===== src/rtl/alu_pkg.sv =====
// rtl/alu_pkg.sv - opcodes, slice mux selects and FSM state for the ALU slice sequencer
package alu_pkg;

  localparam logic [2:0] ALUOP_AND = 3'b000;
  localparam logic [2:0] ALUOP_OR  = 3'b001;
  localparam logic [2:0] ALUOP_ADD = 3'b010;
  localparam logic [2:0] ALUOP_SUB = 3'b110;
  localparam logic [2:0] ALUOP_SLT = 3'b111;

  localparam logic [1:0] SEL_AND  = 2'b00;
  localparam logic [1:0] SEL_OR   = 2'b01;
  localparam logic [1:0] SEL_SUM  = 2'b10;
  localparam logic [1:0] SEL_LESS = 2'b11;

  typedef enum logic [1:0] {
    ST_IDLE = 2'b00,
    ST_RUN  = 2'b01,
    ST_LESS = 2'b10,
    ST_DONE = 2'b11
  } state_t;

  function automatic logic op_is_legal(input logic [2:0] op);
    return (op == ALUOP_AND) || (op == ALUOP_OR) || (op == ALUOP_ADD) ||
           (op == ALUOP_SUB) || (op == ALUOP_SLT);
  endfunction

  // SUB and SLT both compute a - b as a + ~b + 1.
  function automatic logic op_binvert(input logic [2:0] op);
    return (op == ALUOP_SUB) || (op == ALUOP_SLT);
  endfunction

endpackage


===== src/rtl/alu_slice_sequencer.sv =====
// rtl/alu_slice_sequencer.sv - walks one external ALU slice across DATA_W bits, with a
// second pass for SLT, and returns result/zero/overflow over a valid/ready response.
module alu_slice_sequencer
  import alu_pkg::*;
#(
  parameter int DATA_W  = 32,
  parameter int SLICE_W = 4
) (
  input  logic               clk,
  input  logic               rst_n,
  input  logic               req_valid,
  output logic               req_ready,
  input  logic [2:0]         req_op,
  input  logic [DATA_W-1:0]  req_a,
  input  logic [DATA_W-1:0]  req_b,
  output logic               rsp_valid,
  input  logic               rsp_ready,
  output logic [DATA_W-1:0]  rsp_result,
  output logic               rsp_zero,
  output logic               rsp_overflow,
  output logic               rsp_illegal,
  output logic [SLICE_W-1:0] slc_a,
  output logic [SLICE_W-1:0] slc_b,
  output logic               slc_binvert,
  output logic               slc_cin,
  output logic [1:0]         slc_sel,
  output logic [SLICE_W-1:0] slc_less,
  input  logic [SLICE_W-1:0] slc_result,
  input  logic               slc_cout
);

  localparam int NSLICES = DATA_W / SLICE_W;
  localparam int IDX_W   = $clog2(NSLICES);
  localparam logic [IDX_W-1:0] LAST_IDX = IDX_W'(NSLICES - 1);

  state_t             state_q, state_d;
  logic [DATA_W-1:0]  a_q, a_d, b_q, b_d, result_q, result_d;
  logic [2:0]         op_q, op_d;
  logic [IDX_W-1:0]   idx_q, idx_d;
  logic               carry_q, carry_d, set_q, set_d;
  logic               zero_q, zero_d, ovf_q, ovf_d, illegal_q, illegal_d;
  logic               sum_msb, ovf_raw;

  always_ff @(posedge clk or negedge rst_n) begin
    if (!rst_n) begin
      state_q   <= ST_IDLE;
      a_q       <= '0;
      b_q       <= '0;
      result_q  <= '0;
      op_q      <= '0;
      idx_q     <= '0;
      carry_q   <= 1'b0;
      set_q     <= 1'b0;
      zero_q    <= 1'b0;
      ovf_q     <= 1'b0;
      illegal_q <= 1'b0;
    end else begin
      state_q   <= state_d;
      a_q       <= a_d;
      b_q       <= b_d;
      result_q  <= result_d;
      op_q      <= op_d;
      idx_q     <= idx_d;
      carry_q   <= carry_d;
      set_q     <= set_d;
      zero_q    <= zero_d;
      ovf_q     <= ovf_d;
      illegal_q <= illegal_d;
    end
  end

  always_comb begin
    state_d     = state_q;
    a_d         = a_q;
    b_d         = b_q;
    result_d    = result_q;
    op_d        = op_q;
    idx_d       = idx_q;
    carry_d     = carry_q;
    set_d       = set_q;
    zero_d      = zero_q;
    ovf_d       = ovf_q;
    illegal_d   = illegal_q;
    sum_msb     = 1'b0;
    ovf_raw     = 1'b0;
    req_ready   = 1'b0;
    rsp_valid   = 1'b0;
    slc_a       = '0;
    slc_b       = '0;
    slc_binvert = 1'b0;
    slc_cin     = 1'b0;
    slc_sel     = SEL_AND;
    slc_less    = '0;

    case (state_q)
      ST_IDLE: begin
        req_ready = 1'b1;
        if (req_valid) begin
          a_d       = req_a;
          b_d       = req_b;
          op_d      = req_op;
          idx_d     = '0;
          carry_d   = op_binvert(req_op);
          set_d     = 1'b0;
          result_d  = '0;
          ovf_d     = 1'b0;
          illegal_d = !op_is_legal(req_op);
          zero_d    = !op_is_legal(req_op);
          state_d   = op_is_legal(req_op) ? ST_RUN : ST_DONE;
        end
      end
      ST_RUN: begin
        slc_a       = a_q[idx_q*SLICE_W +: SLICE_W];
        slc_b       = b_q[idx_q*SLICE_W +: SLICE_W];
        slc_binvert = op_binvert(op_q);
        slc_cin     = carry_q;
        slc_sel     = (op_q == ALUOP_AND) ? SEL_AND :
                      (op_q == ALUOP_OR)  ? SEL_OR  : SEL_SUM;
        result_d[idx_q*SLICE_W +: SLICE_W] = slc_result;
        carry_d = slc_cout;
        idx_d   = idx_q + 1'b1;
        if (idx_q == LAST_IDX) begin
          // Sign of the true difference: sum MSB corrected by signed overflow.
          sum_msb = slc_result[SLICE_W-1];
          ovf_raw = (a_q[DATA_W-1] == (b_q[DATA_W-1] ^ op_binvert(op_q))) &&
                    (sum_msb != a_q[DATA_W-1]);
          set_d   = sum_msb ^ ovf_raw;
          idx_d   = '0;
          if (op_q == ALUOP_SLT) begin
            state_d = ST_LESS;
          end else begin
            ovf_d   = ovf_raw && ((op_q == ALUOP_ADD) || (op_q == ALUOP_SUB));
            zero_d  = (result_d == '0);
            state_d = ST_DONE;
          end
        end
      end
      ST_LESS: begin
        slc_sel     = SEL_LESS;
        slc_less[0] = (idx_q == '0) && set_q;
        result_d[idx_q*SLICE_W +: SLICE_W] = slc_result;
        idx_d = idx_q + 1'b1;
        if (idx_q == LAST_IDX) begin
          idx_d   = '0;
          zero_d  = (result_d == '0);
          state_d = ST_DONE;
        end
      end
      ST_DONE: begin
        rsp_valid = 1'b1;
        if (rsp_ready) state_d = ST_IDLE;
      end
      default: state_d = ST_IDLE;
    endcase
  end

  assign rsp_result   = (state_q == ST_DONE) ? result_q : '0;
  assign rsp_zero     = (state_q == ST_DONE) && zero_q;
  assign rsp_overflow = (state_q == ST_DONE) && ovf_q;
  assign rsp_illegal  = (state_q == ST_DONE) && illegal_q;

endmodule


===== config.mk =====
export PLATFORM = sky130hd
export DESIGN_NAME = alu_slice_sequencer
export DESIGN_NICKNAME = d
export VERILOG_FILES = /design/src/rtl/alu_pkg.sv /design/src/rtl/alu_slice_sequencer.sv
export SDC_FILE = /design/constraint.sdc
export NUM_CORES = 1
export LEC_CHECK = 0
export ABC_AREA = 1
export CAP_MARGIN = 20
export CELL_PAD_IN_SITES_DETAIL_PLACEMENT = 0
export CELL_PAD_IN_SITES_GLOBAL_PLACEMENT = 1
export CORE_MARGIN = 2
export CORE_UTILIZATION = 33
export CTS_CLUSTER_DIAMETER = 200
export CTS_CLUSTER_SIZE = 40
export DETAILED_ROUTE_END_ITERATION = 6
export PLACE_DENSITY = 0.88
export SLEW_MARGIN = 20
export SYNTH_ARGS = -nofsm -noshare
export SYNTH_HDL_FRONTEND = slang
export SYNTH_SLANG_ARGS = --single-unit

===== constraint.sdc =====
create_clock -name clk -period 2.3 [get_ports clk]
set_input_delay 0.345 -clock clk [delete_from_list [all_inputs] [get_ports clk]]
set_output_delay 0.345 -clock clk [all_outputs]
set_load 0.1 [all_outputs]

Yosys cells after proc, flatten, opt, wreduce, memory -nomap -nowiden
Index checks and enable logic that the tools add are counted.
{"block": "classes", "add_sub_neg": 2, "bitwise_logic": 2, "shifts": 4, "n_mux": 37, "n_eq_ne": 19, "reduce_logical": 30}
{"op": "32-bit 2-to-1 mux", "count": 2}
{"op": "32-bit one-hot mux with 2 select lines", "count": 1}
{"op": "32-bit by 6-bit variable part select with 4-bit output", "count": 2}
{"op": "5-bit negator with 34-bit output", "count": 1}
{"op": "4-bit by 34-bit variable shift with 32-bit output (first input constant)", "count": 1}
{"op": "4-bit by 34-bit variable part select with 32-bit output", "count": 1}
{"op": "32-bit bitwise mux", "count": 1}
{"op": "32-bit logical NOT", "count": 1}
{"op": "3-bit == test (second input constant)", "count": 5}
{"op": "1-bit 2-to-1 mux", "count": 15}
{"op": "2-bit 2-to-1 mux", "count": 7}
{"op": "2-bit != test (second input constant)", "count": 5}
{"op": "3-bit logical NOT", "count": 3}
{"op": "4-bit 2-to-1 mux", "count": 2}
{"op": "2-bit one-hot mux with 4 select lines", "count": 1}
{"op": "4-bit AND reduction", "count": 2}
{"op": "1-bit logical OR", "count": 7}
{"op": "3-bit by 1-bit == test with 1-bit output (second input constant)", "count": 2}
{"op": "3-bit by 2-bit == test with 1-bit output (second input constant)", "count": 2}
{"op": "1-bit logical AND", "count": 6}
{"op": "3-bit 2-to-1 mux", "count": 2}
{"op": "1-bit one-hot mux with 2 select lines", "count": 3}
{"op": "3-bit one-hot mux with 2 select lines", "count": 1}
{"op": "2-bit AND reduction", "count": 3}
{"op": "other kinds (15)", "count": 18}
{"block": "word_totals", "reg_bits": 109, "in_bits": 76, "out_inout_bits": 53}

Logic depth before layout (Yosys ltp)
Gate-level depths: netlist (run 1).
{"block": "depth", "depth_word": 9, "depth_mapped": 18}

Worst setup path after synthesis (run 1)
Ideal clock, no wire load.
{"block": "synth_path", "kind": "register to output", "start": "reg idx_q[0]", "end": "out slc_less[0]", "t_arrival_ns": 2.760, "n_path_buf": 2, "path_stages_with_launch": 8, "setup_slack_ns": -0.805, "cell_sequence": "dfrtp_1 -> inv_2 -> buf_6 -> clkbuf_1 -> ha_1 -> ha_1 -> inv_2 -> nor2_1"}
{"block": "synth_between", "elab_chain_len": 3}
{"element": "start: declaration", "line_no": "alu_slice_sequencer.sv:39", "rtl": "logic [IDX_W-1:0] idx_q, idx_d;"}
{"element": "start signal: assignment", "line_no": "alu_slice_sequencer.sv:63", "rtl": "idx_q <= idx_d;"}
{"element": "3-bit logical NOT", "line_no": "alu_slice_sequencer.sv:140", "rtl": "slc_less[0] = (idx_q == '0) && set_q;"}
{"element": "1-bit logical AND", "line_no": "alu_slice_sequencer.sv:140"}
{"element": "1-bit 2-to-1 mux", "line_no": "alu_slice_sequencer.sv:95", "rtl": "case (state_q)"}
{"element": "end: declaration", "line_no": "alu_slice_sequencer.sv:27", "rtl": "output logic [SLICE_W-1:0] slc_less,"}
No other way between the ends.

Worst setup path in the final report (run 1)
{"block": "layout_path", "start": "reg idx_q[0]", "end": "out slc_a[2]"}
{"block": "layout_between", "elab_chain_len": 2}
{"element": "32-bit by 6-bit variable part select with 4-bit output", "line_no": "alu_slice_sequencer.sv:113", "rtl": "slc_a = a_q[idx_q*SLICE_W +: SLICE_W];"}
{"element": "4-bit 2-to-1 mux", "line_no": "alu_slice_sequencer.sv:95"}
{"element": "end: declaration", "line_no": "alu_slice_sequencer.sv:22", "rtl": "output logic [SLICE_W-1:0] slc_a,"}
No other way between the ends.

==> implementation parameters, run 1 <==
Parameter                              Value

STA
  Period minus WS final    2250 ps
  Max-Slew Margin vs Limit    55.1%
  Slew Viols, Final    0
  Actual slew at the worst max-slew pin    674 ps
  Total negative slack for setup checks    0 ps
  Final setup violating endpoints    0
  Worst-case hold slack    477 ps
  Slack of the critical path    48.2 ps
  Setup repair after global routing missed its margin    yes
  Setup skew after layout    6.84 ps
  Final cycle utilization of the critical path    97.9%
  Max Freq    444 MHz
  Count of endpoints failing hold in the final timing report    0

Pwr
  Tot Pwr    12.9 mW
  Maximum ir drop on the vdd rail    0.000774 V
  Leakage power total    4.00 nW
  Pwr dens    1460 nW/um2

Min path
  Kind of path behind the tightest hold check    flip-flop to flip-flop
  Cell count of the worst hold path    2
  Endpoint, Worst Hold    a_q[21]$_DFFE_PN0P_
  Worst Min Path Start    a_q[21]$_DFFE_PN0P_

Final layout
  Layout-stage area growth over the synthesis result    48.5%
  Count of nets after finishing    1057
  Post-route core utilization    49.7%
  Commonest cells after routing, fill and taps aside    sky130_fd_sc_hd__nand2_1 (350), sky130_fd_sc_hd__dfrtp_1 (107), sky130_fd_sc_hd__clkdlybuf4s50_1 (74)
  Count of non-filler cells in the finished layout    1206
  Number of inserted filler cells in the final layout    1740
  Most frequent standard cell in the layout excluding fill and tap cells    sky130_fd_sc_hd__nand2_1
  Final standard cell area without fillers    8860 um2
  Layout cells sized above 1    19.5%
  Inserted Diodes    0

Worst setup path
  Cell class contributing the biggest share of worst-path delay    buffers and inverters
  Longest individual stage delay on the worst path    430 ps
  Capturing element type of the critical path    output port
  End of the worst register-to-register path    zero_q$_DFFE_PN0P_
  Cell-by-cell listing of the critical path    clkinv_4 -> buf_4 -> buf_16 -> o21ai_0 -> a31oi_4 -> buf_12
  Crit path launch type    flip-flop
  Crit path buf inv count    4
  CP Launch Point    idx_q[0]$_DFFE_PN0P_
  Maximum fanout encountered on the critical timing path    18
  Data required time of the worst path    1960 ps
  Startpoint-to-endpoint class of the critical path    flip-flop to output port
  Number of cells on the worst reg-to-reg path    15
  Worst path slowest cell    sky130_fd_sc_hd__dfrtp_2
  Endpoint arrival time on the critical path    1910 ps
  Setup slack of the most critical reg-to-reg path    80 ps
  Reg-to-Reg Start    idx_q[0]$_DFFE_PN0P_

Detailed routing
  Number of vias per cell after detailed routing    4.86
  Detailed-route wire length    17.9 mm
  Violation count after the first detailed-route iteration    398
  Total number of vias    5867
  Number of routed nets with antenna violations    0
  Mean routed wirelength per cell    14.8 um
  Number of design rule violations left after detail routing    0
  Number of detailed-routing iterations run before antenna repair    5

Clock tree
  CTS max path bufs    2
  CTS tree    done
  Clock net sink count    109
  Clock latency at the later pin of the worst-skew pair    360 ps
  TritonCTS Buffers    9
  H-tree levels    3
  Clock-pin slew on the worst setup and hold paths    70 ps
  CTS root buf    sky130_fd_sc_hd__clkbuf_16

Yosys
  Top cell type's share of synthesized area    45.7%
  Number of cells produced by synthesis    846
  Seq/Total Area, Yosys    45.7%
  Library cell occupying the most area in the post-synthesis netlist    sky130_fd_sc_hd__dfrtp_1
  Distinct cells, synth    31
  Synthesized cell area    5970 um2
  Top area cells in the synthesized netlist    sky130_fd_sc_hd__dfrtp_1 (46%), sky130_fd_sc_hd__nand2_1 (22%), sky130_fd_sc_hd__o21ai_0 (6.6%)
  Register bit count reported by yosys    109
  Number of synthesis warnings    0
  Post-Synthesis Mean Instance Area    7.05 um2

Floorplan
  Die extent in y    138 um
  Area of the die    19200 um2
  # rows    49
  Area inside the core boundary    17800 um2
  Chip width    138 um
  Io pins    129
  Initial Utilization    33.5%

Placement
  Cell area after placement    8220 um2
  Pre-CTS setup slack    -4.47 ps
  Routability congestion estimate from global placement    0.920
  Quantity of I/O buffers inserted on ports    125
  # placed instances    1177
  Final HPWL DP    12.5 mm

Status
  Outcome    completed

Run
  Max-cap viol count    0

Global routing
  Antenna violations before repair    0
  First-pass GRT wire length    28.7 mm
  Total global-route track usage    18.5%
  Largest net degree at the start of global routing    68
  Via count of the first global-routing pass    5622
  Total congestion overflow    0
## layer usage
layer / vias up / global-route usage, % / wire length (um)
met3: 10 / 3.91 / 1010
met2: 178 / 29.5 / 8490
met1: 2757 / 25.8 / 8240
met4: 0 / 4.40 / 125
li1: 2922 / - / -
met5: - / 0 / 0
## timing repair
| action | in CTS | in global routing |
|---|---|---|
| hold buffers | 1 | 0 |
| hold endpoints to repair | 33 | 0 |
| gates cloned | 1 | 2 |
| pin swaps | 2 | 15 |
| endpoints found under the setup margin | 11 | 11 |
| gates resized for setup | 8 | 51 |
| buffers inserted | 2 | 7 |
## power breakdown
group | switching [mW] | internal [mW] | leakage [nW]
Clock | 0.751 | 0.771 | 0.127
Sequential | 0.528 | 2.75 | 1.40
Combinational | 5.25 | 2.86 | 2.47
Total | 6.53 | 6.38 | 4.00
## worst reg2reg max path, delay by kind of cell (launching register included)
kind | cells | cell delay, ps
buffers and inverters | 2 | 250
AO/OA/AOI/OAI | 1 | 120
adder cells (fa/ha/maj) | 2 | 430
AND/OR/NAND/NOR | 10 | 950
flip-flops | 1 | 430
## flip-flops by register name, summed over array words and instances (netlist names)
| signal | cells |
|---|---|
| a_q | 32 |
| b_q | 32 |
| carry_q | 1 |
| idx_q | 3 |
| illegal_q | 1 |
| op_q | 3 |
| ovf_q | 1 |
| result_q | 32 |
| set_q | 1 |
| state_q | 2 |
| zero_q | 1 |
## cell usage after synthesis, drive strengths merged
master  number
buf         11
a21oi        3
o21ai       85
a31oi       10
conb         1
nand3       28
xor2         1
nor2        78
inv         83
nand2      355
ha           9
o211ai       1
clkbuf      33
o22ai       26
a32o         1
nand4        8
nor3         3
o32ai        1
dfrtp      109
## final cells by class
type	instances	area (um2)	share of cell area [%]
multi-input combinational	612	2970	33.5
sequential	109	2730	30.8
timing repair buffer	157	2140	24.1
inverter	83	448	5.05
tap	229	287	3.23
clock buffer	10	239	2.70
clock inverter	6	47.5	0.536
## cells by family after synthesis
| family | after synthesis | share of synthesized area [%] |
|---|---|---|
| xor+xnor | 1 | 0.147 |
| compound gates | 127 | 11.6 |
| simple gates | 472 | 32.0 |
| other cells | 1 | 0.0628 |
| fa+ha+maj | 9 | 1.89 |
| buf+inv | 127 | 8.57 |
| flops | 109 | 45.7 |
## worst max path at each step
| stage | to | slack, ps | cells past startpoint |
|---|---|---|---|
| after detailed placement | zero_q$_DFFE_PN0P_ | -4 | 14 |
| after global routing | zero_q$_DFFE_PN0P_ | -50 | 15 |
| final | slc_a[2] | 50 | 6 |
| after floorplan | slc_sel[0] | -400 | 4 |
| after global placement | slc_b[1] | 70 | 7 |
| after CTS | slc_b[1] | -40 | 7 |
Note: power is estimated with default switching activity, not from simulation.
==> inputs of run 2 (changes only) <==
--- a/config.mk
+++ b/config.mk
@@ -14,8 +14,10 @@
 export CTS_CLUSTER_DIAMETER = 200
 export CTS_CLUSTER_SIZE = 40
 export DETAILED_ROUTE_END_ITERATION = 6
+export GPL_TIMING_DRIVEN = 0
 export PLACE_DENSITY = 0.88
 export SLEW_MARGIN = 20
 export SYNTH_ARGS = -nofsm -noshare
 export SYNTH_HDL_FRONTEND = slang
 export SYNTH_SLANG_ARGS = --single-unit
+export TNS_END_PERCENT = 30
==> run 2 against run 1 <==
Flip-flop and latch count stayed put. Global-route usage is 0.80 points higher. Critical path type unchanged. Routed wire length is 1.3% higher. Critical endpoint is now slc_a[1]. Worst setup slack worse by 190 ps. Critical path depth is 2 higher. The run now ends with setup timing left. Clock skew is 4.0 ps higher.
==> implementation parameters, run 2 (synthesis gave the netlist of run 1 again) <==
Parameter                              Value

Status
  Outcome    finished, violations left
  Violations in the final reports    setup timing

Worst setup path
  Startpoint-to-endpoint class of the critical path    flip-flop to output port
  Endpoint arrival time on the critical path    2100 ps (+190 ps)
  Capturing element type of the critical path    output port
  Number of cells on the worst reg-to-reg path    15 (unchanged)
  Setup slack of the most critical reg-to-reg path    -60 ps (-140 ps)
  End of the worst register-to-register path    zero_q$_DFFE_PN0P_
  CP Launch Point    idx_q[0]$_DFFE_PN0P_
  Data required time of the worst path    1960 ps (about the same)
  End of the critical path    slc_a[1]
  Maximum fanout encountered on the critical timing path    8 (-10)
  Crit path launch type    flip-flop
  Reg-to-Reg Start    idx_q[0]$_DFFE_PN0P_

Detailed routing
  Number of detailed-routing iterations run before antenna repair    5 (unchanged)
  Detailed-route wire length    18.1 mm (+1.3%)
  Number of routed nets with antenna violations    0 (unchanged)
  Violation count after the first detailed-route iteration    441 (+11%)
  Number of vias per cell after detailed routing    4.83 (-0.71%)
  Number of design rule violations left after detail routing    0 (unchanged)
  Total number of vias    5999 (+2.2%)
  Mean routed wirelength per cell    14.6 um (-1.6%)

Clock tree
  TritonCTS Buffers    9 (unchanged)
  H-tree levels    3 (unchanged)
  CTS root buf    sky130_fd_sc_hd__clkbuf_16
  Clock-pin slew on the worst setup and hold paths    90 ps (+20 ps)
  CTS max path bufs    2 (unchanged)
  CTS tree    done
  Clock net sink count    109 (unchanged)
  Clock latency at the later pin of the worst-skew pair    370 ps (about the same)

Floorplan
  Chip width    138 um (unchanged)
  Area of the die    19200 um2 (unchanged)
  Die extent in y    138 um (unchanged)
  Initial Utilization    33.5% (unchanged)
  # rows    49 (unchanged)
  Io pins    129 (unchanged)
  Area inside the core boundary    17800 um2 (unchanged)

STA
  Max-Slew Margin vs Limit    37.2% (-18 points)
  Actual slew at the worst max-slew pin    946 ps (+273 ps)
  Count of endpoints failing hold in the final timing report    0 (unchanged)
  Setup skew after layout    10.8 ps (+3.99 ps)
  Final setup violating endpoints    17 (+17)
  Period minus WS final    2450 ps (+193 ps)
  Slew Viols, Final    0 (unchanged)
  Setup repair after global routing missed its margin    yes
  Max Freq    409 MHz (-7.9%)
  Slack of the critical path    -145 ps (-193 ps)
  Final cycle utilization of the critical path    106% (+8.4 points)

Global routing
  Total congestion overflow    0 (unchanged)
  Antenna violations before repair    0 (unchanged)
  Via count of the first global-routing pass    5837 (+3.8%)
  First-pass GRT wire length    29.6 mm (+3.2%)
  Total global-route track usage    19.3% (+0.80 points)
  Largest net degree at the start of global routing    74 (+8.8%)

Final layout
  Layout-stage area growth over the synthesis result    45.5%
  Inserted Diodes    0 (unchanged)
  Largest registers    a_q x32, b_q x32, result_q x32
  Most frequent standard cell in the layout excluding fill and tap cells    sky130_fd_sc_hd__nand2_1
  Layout cells sized above 1    21.3% (+1.8 points)
  Commonest cells after routing, fill and taps aside    sky130_fd_sc_hd__nand2_1 (346), sky130_fd_sc_hd__dfrtp_1 (107), sky130_fd_sc_hd__clkdlybuf4s50_1 (74)
  Number of inserted filler cells in the final layout    1788 (+2.8%)
  Post-route core utilization    48.7% (-1.0 points)
  Count of nets after finishing    1093 (+3.4%)

Placement
  Routability congestion estimate from global placement    0.898 (-2.4%)
  Final HPWL DP    13.0 mm (+4.5%)
  Quantity of I/O buffers inserted on ports    125 (unchanged)
  Pre-CTS setup slack    -1280 ps (-1280 ps)

Pwr
  Pwr dens    1510 nW/um2 (+3.8%)
  Internal power of the cells    6.40 mW (+0.26%)
  Portion of total power attributed to sequential cells    24.8% (-0.6 points)
  Maximum ir drop on the vdd rail    0.000969 V (+25%)
  Switching portion of total power    51.2% (+0.69 points)
  Leakage power total    4.06 nW (+1.5%)
  Net switching power    6.73 mW (+3.1%)
  Combinational group share of total power    62.6% (-0.2 points)
  Clock share of power    12.5% (+0.7 points)

Run
  Max-cap viol count    0 (unchanged)

Min path
  Kind of path behind the tightest hold check    input pin to asynchronous set/reset pin
run 2: cell count changes in the layout (fill, tap and decap cells not counted), moves of 5 or more:
cell	delta
sky130_fd_sc_hd__buf_12	-51
sky130_fd_sc_hd__buf_4	+10
sky130_fd_sc_hd__buf_6	+42
sky130_fd_sc_hd__buf_8	+5
sky130_fd_sc_hd__clkbuf_1	+12
sky130_fd_sc_hd__clkbuf_2	+9
sky130_fd_sc_hd__clkinvlp_4	-5
sky130_fd_sc_hd__inv_2	-6
run 2: layout make-up:
cell class	count	area (um2)	share of cell area [%]
timing repair buffer	153	1590	18.3
tap	229	287	3.30
sequential	109	2730	31.4
clock inverter	6	70.1	0.807
multi-input combinational	612	2990	34.4
clock buffer	10	239	2.75
buffer	40	325	3.75
inverter	83	454	5.23
run 2: worst max-delay path: stages (launching register included):
cell and delay [ps]:
sky130_fd_sc_hd__dfrtp_2 420, sky130_fd_sc_hd__buf_4 130, sky130_fd_sc_hd__buf_8 130, sky130_fd_sc_hd__clkbuf_16 140, sky130_fd_sc_hd__o21ai_0 80, sky130_fd_sc_hd__o22ai_1 240, sky130_fd_sc_hd__o21ai_1 130, sky130_fd_sc_hd__a31oi_2 200
sky130_fd_sc_hd__buf_6 250
run 2: how the worst min path moves through the flow:
stage / slack, ps / depth (start not counted) / endpoint / startpoint
after global placement: 460 / 2 / b_q[20]$_DFFE_PN0P_ / b_q[20]$_DFFE_PN0P_
after CTS: 460 / 2 / a_q[26]$_DFFE_PN0P_ / rst_n
final: 460 / 2 / a_q[26]$_DFFE_PN0P_ / rst_n
after global routing: 490 / 2 / a_q[3]$_DFFE_PN0P_ / rst_n
after floorplan: 50 / 0 / a_q[0]$_DFFE_PN0P_ / rst_n
after detailed placement: 270 / 1 / a_q[16]$_DFFE_PN0P_ / rst_n
run 2: power groups by stage:
stage          Sequential [mW]  Combinational, mW  Clock [mW]
2_1_floorplan             3.12               5.13           0
3_3_place_gp              3.26               6.74           0
3_5_place_dp              3.27               6.81           0
4_1_cts                   3.24               7.66        1.68
5_1_grt                   3.36               8.96        1.75
6_report                  3.26               8.22        1.64
run 2: stage by stage:
| step | power [mW] | area, um2 | instances | TNS, ps | hold slack (ps) |
|---|---|---|---|---|---|
| after floorplan | 8.25 | 6170 | 848 | -20370 | 49.4 |
| after CTS | 12.6 | 8390 | 1237 | -1190 | 460 |
| after global routing | 14.1 | 8680 | 1242 | -2820 | 486 |
| after global placement | 10.0 | 7700 | 1202 | -432750 | 457 |
| after detailed placement | 10.1 | 7730 | 1203 | -53230 | 270 |
| final | 13.1 | 8680 | 1242 | -787 | 464 |
run 2: timing repair:
item                                    4_1_cts  5_1_grt
cloned                                        0        1
hold buffers                                  1        0
resized for setup                           389       93
endpoints found under the setup margin      114      107
setup buffers                                18        7
pin swaps                                    16       20
hold endpoints to repair                     36        0
run 2: layer usage:
metal / share of wire (%) / GRT usage (%) / up-vias / wire [um]
li1: - / - / 2995 / -
met1: 43 / 25.7 / 2787 / 7860
met2: 48 / 31.9 / 187 / 8750
met3: 6.3 / 3.60 / 30 / 1150
met4: 1.9 / 6.07 / 0 / 347
met5: 0 / 0 / - / 0
